===== config.mk =====
export PLATFORM = sky130hd
export DESIGN_NAME = seq_arith_unit_flat
export DESIGN_NICKNAME = d
export VERILOG_FILES = /design/src/rtl/seq_arith_unit_pkg.sv /design/src/rtl/seq_arith_unit_if.sv /design/src/rtl/seq_divider.sv /design/src/rtl/seq_arith_unit.sv /design/src/flat_wrapper.sv
export SDC_FILE = /design/constraint.sdc
export NUM_CORES = 1
export LEC_CHECK = 0
export CORE_MARGIN = 1.5
export CORE_UTILIZATION = 54
export DETAILED_ROUTE_END_ITERATION = 8
export PLACE_DENSITY = 0.77
export SLEW_MARGIN = 20
export SYNTH_ARGS = -nofsm -noshare
export SYNTH_HDL_FRONTEND = slang
export SYNTH_HIERARCHICAL = 1
export SYNTH_SLANG_ARGS = --single-unit

===== constraint.sdc =====
create_clock -name clk -period 2.3 [get_ports clk]
set_input_delay 0.345 -clock clk [delete_from_list [all_inputs] [get_ports clk]]
set_output_delay 0.345 -clock clk [all_outputs]
set_load 0.02 [all_outputs]

===== src/rtl/seq_arith_unit_pkg.sv =====
// seq_arith_unit_pkg: shared operation and FSM state encodings for the sequential arithmetic unit
//   op_e    : ADD=0, SUB=1, MUL=2, DIV=3
//   state_e : IDLE (accepting), CALC (iterating), DONE (result presented)
package arith_pkg;
   typedef enum logic [1:0] {OP_ADD = 2'd0, OP_SUB = 2'd1, OP_MUL = 2'd2, OP_DIV = 2'd3} op_e;
   typedef enum logic [1:0] {IDLE, CALC, DONE} state_e;
endpackage


===== src/rtl/seq_arith_unit_if.sv =====
// seq_arith_unit_if: operation request / result handshake bundle
//   request : in_valid, in_ready, op[1:0], a, b
//   response: out_valid, out_ready, result[2*WIDTH-1:0], div_zero
//   master  : producer of operations and consumer of results
//   slave   : the arithmetic unit
interface seq_arith_unit_if #(parameter int WIDTH = 4);
   logic                 in_valid;
   logic                 in_ready;
   logic [1:0]           op;
   logic [WIDTH-1:0]     a;
   logic [WIDTH-1:0]     b;
   logic                 out_valid;
   logic                 out_ready;
   logic [2*WIDTH-1:0]   result;
   logic                 div_zero;
   modport master (output in_valid, op, a, b, out_ready, input in_ready, out_valid, result, div_zero);
   modport slave  (input in_valid, op, a, b, out_ready, output in_ready, out_valid, result, div_zero);
endinterface


===== src/rtl/seq_divider.sv =====
// seq_divider: restoring divider, one quotient bit per cycle, WIDTH cycles busy after start
//   clk, rst            : clock, asynchronous active-high reset
//   start               : load dividend/divisor (divisor must be nonzero)
//   dividend, divisor   : unsigned operands
//   busy                : iterating
//   quotient, remainder : valid once busy falls, held until the next start
module seq_divider #(parameter int WIDTH = 4) (
   input  logic             clk,
   input  logic             rst,
   input  logic             start,
   input  logic [WIDTH-1:0] dividend,
   input  logic [WIDTH-1:0] divisor,
   output logic             busy,
   output logic [WIDTH-1:0] quotient,
   output logic [WIDTH-1:0] remainder
);
   localparam int CW = $clog2(WIDTH + 1);
   logic [CW-1:0]    cnt;
   logic [WIDTH-1:0] dvs;
   logic [WIDTH:0]   shifted, diff;
   logic             ge;
   // quotient doubles as the dividend shift register: its MSB feeds the partial remainder
   assign shifted = {remainder, quotient[WIDTH-1]};
   assign diff    = shifted - {1'b0, dvs};
   assign ge      = !diff[WIDTH];
   always_ff @(posedge clk or posedge rst) begin
      if (rst) begin
         busy      <= 1'b0;
         cnt       <= '0;
         dvs       <= '0;
         quotient  <= '0;
         remainder <= '0;
      end else if (start) begin
         busy      <= 1'b1;
         cnt       <= '0;
         dvs       <= divisor;
         quotient  <= dividend;
         remainder <= '0;
      end else if (busy) begin
         remainder <= ge ? diff[WIDTH-1:0] : shifted[WIDTH-1:0];
         quotient  <= {quotient[WIDTH-2:0], ge};
         cnt       <= cnt + 1'b1;
         busy      <= cnt != CW'(WIDTH - 1);
      end
   end
endmodule


===== src/rtl/seq_arith_unit.sv =====
// seq_arith_unit: sequential ADD/SUB/MUL/DIV unit with valid/ready handshake
//   clk, rst : clock, asynchronous active-high reset
//   bus      : seq_arith_unit_if slave (in_valid/in_ready/op/a/b, out_valid/out_ready/result/div_zero)
//   ADD/SUB and DIV-by-zero complete in one cycle; MUL (inline shift-add) and DIV (seq_divider) take WIDTH+1
module seq_arith_unit import arith_pkg::*; #(
   parameter int WIDTH        = 4,
   parameter bit DEBUG_ASSERT = 1
) (
   input logic            clk,
   input logic            rst,
   seq_arith_unit_if.slave bus
);
   localparam int CW = $clog2(WIDTH + 1);
   state_e             state;
   op_e                op_q, op_in;
   logic [CW-1:0]      cnt;
   logic [2*WIDTH-1:0] mcand, acc, acc_n, res_q;
   logic [WIDTH-1:0]   mplier, quo, rem;
   logic [WIDTH:0]     sum, diff;
   logic               in_ready_q, out_valid_q, dz_q, div_sel, div_busy;
   logic               accept, div_start, b_zero, fast;
   assign op_in     = op_e'(bus.op);
   assign accept    = bus.in_valid && in_ready_q;
   assign b_zero    = bus.b == '0;
   assign div_start = accept && op_in == OP_DIV && !b_zero;
   assign fast      = op_in == OP_ADD || op_in == OP_SUB || (op_in == OP_DIV && b_zero);
   assign sum       = {1'b0, bus.a} + {1'b0, bus.b};
   // bit WIDTH of the widened difference is the borrow
   assign diff      = {1'b0, bus.a} - {1'b0, bus.b};
   assign acc_n     = mplier[0] ? acc + mcand : acc;
   seq_divider #(.WIDTH(WIDTH)) u_div (
      .clk       (clk),
      .rst       (rst),
      .start     (div_start),
      .dividend  (bus.a),
      .divisor   (bus.b),
      .busy      (div_busy),
      .quotient  (quo),
      .remainder (rem)
   );
   always_ff @(posedge clk or posedge rst) begin
      if (rst) begin
         state       <= IDLE;
         op_q        <= OP_ADD;
         cnt         <= '0;
         mcand       <= '0;
         mplier      <= '0;
         acc         <= '0;
         res_q       <= '0;
         div_sel     <= 1'b0;
         dz_q        <= 1'b0;
         in_ready_q  <= 1'b1;
         out_valid_q <= 1'b0;
      end else begin
         case (state)
            IDLE: if (bus.in_valid) begin
               op_q        <= op_in;
               cnt         <= '0;
               mcand       <= {{WIDTH{1'b0}}, bus.a};
               mplier      <= bus.b;
               acc         <= '0;
               div_sel     <= div_start;
               dz_q        <= op_in == OP_DIV && b_zero;
               res_q       <= op_in == OP_ADD ? {{(WIDTH-1){1'b0}}, sum} :
                              op_in == OP_SUB ? {{(WIDTH-1){1'b0}}, diff} :
                              op_in == OP_DIV && b_zero ? {bus.a, {WIDTH{1'b1}}} : '0;
               in_ready_q  <= 1'b0;
               out_valid_q <= fast;
               state       <= fast ? DONE : CALC;
            end
            CALC: begin
               mcand  <= mcand << 1;
               mplier <= mplier >> 1;
               acc    <= acc_n;
               cnt    <= cnt + 1'b1;
               if (cnt == CW'(WIDTH - 1)) begin
                  state       <= DONE;
                  out_valid_q <= 1'b1;
                  if (op_q == OP_MUL) res_q <= acc_n;
               end
            end
            DONE: if (bus.out_ready) begin
               state       <= IDLE;
               out_valid_q <= 1'b0;
               in_ready_q  <= 1'b1;
            end
            default: state <= IDLE;
         endcase
      end
   end
   assign bus.in_ready  = in_ready_q;
   assign bus.out_valid = out_valid_q;
   assign bus.div_zero  = dz_q;
   // divider holds its outputs after finishing, so a completed DIV reads straight from it
   assign bus.result    = (div_sel && !div_busy) ? {rem, quo} : res_q;
   if (DEBUG_ASSERT) begin : g_xchk
      always @(posedge clk)
         if (!rst && accept)
            assert (!$isunknown({bus.a, bus.b, bus.op}))
            else $warning("seq_arith_unit: X/Z on a, b or op at acceptance");
   end
endmodule


===== src/flat_wrapper.sv =====
// flat-port wrapper written by rule: the top's interface ports become plain ports
module seq_arith_unit_flat import arith_pkg::*;
#(
   parameter int WIDTH        = 4,
   parameter bit DEBUG_ASSERT = 1
)
  (clk, rst, bus_in_valid, bus_op, bus_a, bus_b, bus_out_ready, bus_in_ready, bus_out_valid, bus_result, bus_div_zero);
  seq_arith_unit_if #(.WIDTH(WIDTH)) bus_i ();
  input logic clk;
  input logic rst;
  input wire logic [$bits(bus_i.in_valid)-1:0] bus_in_valid;
  input wire logic [$bits(bus_i.op)-1:0] bus_op;
  input wire logic [$bits(bus_i.a)-1:0] bus_a;
  input wire logic [$bits(bus_i.b)-1:0] bus_b;
  input wire logic [$bits(bus_i.out_ready)-1:0] bus_out_ready;
  output wire logic [$bits(bus_i.in_ready)-1:0] bus_in_ready;
  output wire logic [$bits(bus_i.out_valid)-1:0] bus_out_valid;
  output wire logic [$bits(bus_i.result)-1:0] bus_result;
  output wire logic [$bits(bus_i.div_zero)-1:0] bus_div_zero;
  assign bus_i.in_valid = bus_in_valid;
  assign bus_i.op = bus_op;
  assign bus_i.a = bus_a;
  assign bus_i.b = bus_b;
  assign bus_i.out_ready = bus_out_ready;
  assign bus_in_ready = bus_i.in_ready;
  assign bus_out_valid = bus_i.out_valid;
  assign bus_result = bus_i.result;
  assign bus_div_zero = bus_i.div_zero;
  seq_arith_unit #(.WIDTH(WIDTH), .DEBUG_ASSERT(DEBUG_ASSERT)) u_core (.clk(clk), .rst(rst), .bus(bus_i));
endmodule

==> impl_metrics.ini <==
[run_status]
status = finished clean

[die]
core_area_um2 = 6350
die_y_um = 84.1
initial_core_util_pct = 55.9
die-area_um2 = 7070
die_w_um = 84.1
boundaryPins = 25
num_rows = 29

[critical_path]
worstSetupEndpoint = u_core/res_q[4]
worstSetupStartpointType = input port
path_max_fanout = 2
cp-end-kind = flip-flop
timing.rr.start = u_core/acc[0]
critPathLaunch = bus_a[0]
r2r_end = u_core/res_q[6]
r2r_slack_ns = 0.07
crit_type = input port to flip-flop
ff2ff_path_depth = 8
required_ns = 2.51
worstPathArrival_ns = 2.45

[finish]
layout-drive-gt1-share_pct = 18.9
final_common_cell = dfrtp_1
final.fill_count = 499
final_nets = 452
diodes = 0
syn2layout_area_growth_pct = 18.3
stdcell_area_um2 = 4200
mostFrequentLayoutCells = 54 x dfrtp_1, 34 x nand2_1, 32 x o21ai_0

[timing]
slew_headroom_pct = 58.2
finClkSkew_ns = 0.0178
setup_violations = 0
hold_viol_final = 0
whs_ns = 0.421
clock.fmax_mhz = 446
finalCriticalPeriod_ns = 2.24
final_max_slew_viol_count = 0
post-route-worst-setup-slack_ns = 0.0596
timing_worst_slew_pin_value_ns = 0.626
finalCritPeriodShare_pct = 97.4

[clock_network]
clockBufferDepth = 2
clkSinkCount = 55
htreeDepth = 2
tritoncts = yes
numCtsBuffers = 5
cts-root-buf = clkbuf_8
postCtsHoldBufs = 0
clock_latency_ns = 0.32
clkTransAtPathRegs_ns = 0.11

[yosys]
synth-seq-cells = 55
ys_warn_count = 6
syn_inst = 360
synth_edf_count = 0
ys.flop_type = dfrtp_1
synth-async-reset-ratio_pct = 100
ys_types = 58
syn_area_um2 = 3550
seq_area_frac_synth_pct = 38.8
synth_fp_nets = 405
syn_area_per_cell_um2 = 9.86

[drt]
ant_nets = 0
num_vias = 2882
initialDrtViolationCount = 160
dr.pass1.iters = 5
drc_errors = 0
wl_per_cell_um = 17.5
wl_um = 8490
viasPerCell = 5.94

[power]
leakagePower_nw = 2.03
design_power_total_mw = 5.15
power_density_nw_per_um2 = 1230
vdd_drop_max_mv = 0.867

[global_routing]
grt_start_max_net_pins = 40
antenna_found_initial = 0
grtUsageTotal_pct = 24.7
grt_pass1_vias = 2845
grt-ovfl-total = 0
grt_pass1_wl_um = 13800

[placement]
gp_congestion = 1.01
io_buffers = 24
dp_slack_ns = -0.288
hpwl_um = 6290
dpl_cell_area_um2 = 4010

[job]
cap_violations = 0

[worst_hold_path]
hold_class = input port to asynchronous set/reset pin
## kinds of logic (layout without fill, tap and decap cells)
group | Yosys count | after routing | share of synthesized area [%]
compound gates | 97 | 97 | 18.8
xor+xnor | 11 | 11 | 3.24
fa+ha+maj | 31 | 31 | 11.8
buf+inv | 44 | 92 | 5.61
flops | 55 | 55 | 38.8
mux | 37 | 37 | 11.1
simple gates | 85 | 85 | 10.6
## registers in the layout (all words and copies together), names as in the netlist
register,cells
u_core/acc,8
u_core/mcand,8
u_core/res_q,8
u_core/mplier,4
u_core/u_div/dvs,4
u_core/u_div/quotient,4
u_core/u_div/remainder,4
u_core/cnt,3
u_core/u_div/cnt,3
u_core/op_q,2
u_core/state,2
u_core/bus.div_zero,1
u_core/bus.in_ready,1
u_core/bus.out_valid,1
u_core/div_sel,1
u_core/u_div/busy,1
## cell type report
class                      instances  area (µm²)  area share, %
timing repair buffer              56         507           12.1
sequential                        55        1380           32.8
multi-input combinational        261        2010           47.9
clock buffer                       6        82.6           1.97
inverter                          28         105           2.50
clock inverter                     2        20.0          0.477
tap                               77        96.3           2.30
## timing repair
| item | CTS | global route |
|---|---|---|
| pin swaps | 3 | 7 |
| setup buffers | 1 | 2 |
| endpoints found under the setup margin | 4 | 18 |
| resized for setup | 2 | 18 |
## routing by layer
metal / track usage [%] / routed length, µm / part of all wire [%]
met1: 32.6 / 3710 / 44
met2: 42.1 / 4250 / 50
met3: 3.76 / 341 / 4.0
met4: 7.15 / 189 / 2.2
met5: 0 / 0 / 0
## synthesized netlist by cell type, types with 3 or more instances
master,number,share of area (%)
nor2b_1,6,1.1
o21ai_0,34,4.8
o21ai_1,3,0.42
a21oi_1,17,2.4
a211oi_1,3,0.63
ha_1,27,9.5
xor2_1,3,0.74
a21o_1,3,0.63
nand2_1,34,3.6
xnor2_1,7,1.7
clkbuf_8,3,1.2
inv_1,27,2.9
dfrtp_1,54,38
clkbuf_1,10,1.1
nor2_1,27,2.9
fa_1,4,2.3
nand4_1,3,0.53
mux2_2,18,5.7
buf_2,3,0.42
a22o_1,9,2.2
nor4_1,3,0.53
mux2i_1,18,5.1
## through the flow
step | utilization [%] | TNS [ns] | std cells
final | 66.1 | 0 | 485
after global routing | 66.1 | -0.0159 | 485
after CTS | 65.0 | 0 | 483
after detailed placement | 63.2 | -0.828 | 474
after global placement | 63.2 | -0.496 | 474
after floorplan | - | 0 | 360
## power by group
group / switching (mW) / internal, mW
Combinational: 1.59 / 1.34
Sequential: 0.281 / 1.34
Clock: 0.340 / 0.255
Total: 2.21 / 2.94
## how the worst min path moves through the flow
stage / slack (ns) / depth (start not counted) / endpoint / start
finish: 0.42 / 2 / u_core/u_div/remainder[2] / rst
global route: 0.44 / 2 / u_core/u_div/dvs[0] / bus_b[0]
CTS: 0.45 / 2 / u_core/u_div/remainder[2] / rst
detailed placement: 0.48 / 2 / u_core/mplier[2] / u_core/mplier[2]
global placement: 0.46 / 2 / u_core/res_q[1] / u_core/res_q[1]
floorplan: 0.26 / 1 / u_core/u_div/busy / rst
## worst max-delay path: stages
cell and delay [ns]:
clkdlybuf4s50_1 0.50, inv_1 0.06, ha_1 0.22, fa_1 0.39
nor2b_1 0.17, o21ai_0 0.11, a32o_1 0.24, a2111oi_2 0.32
nor3_1 0.10
Power figures use the tool's default switching activity.
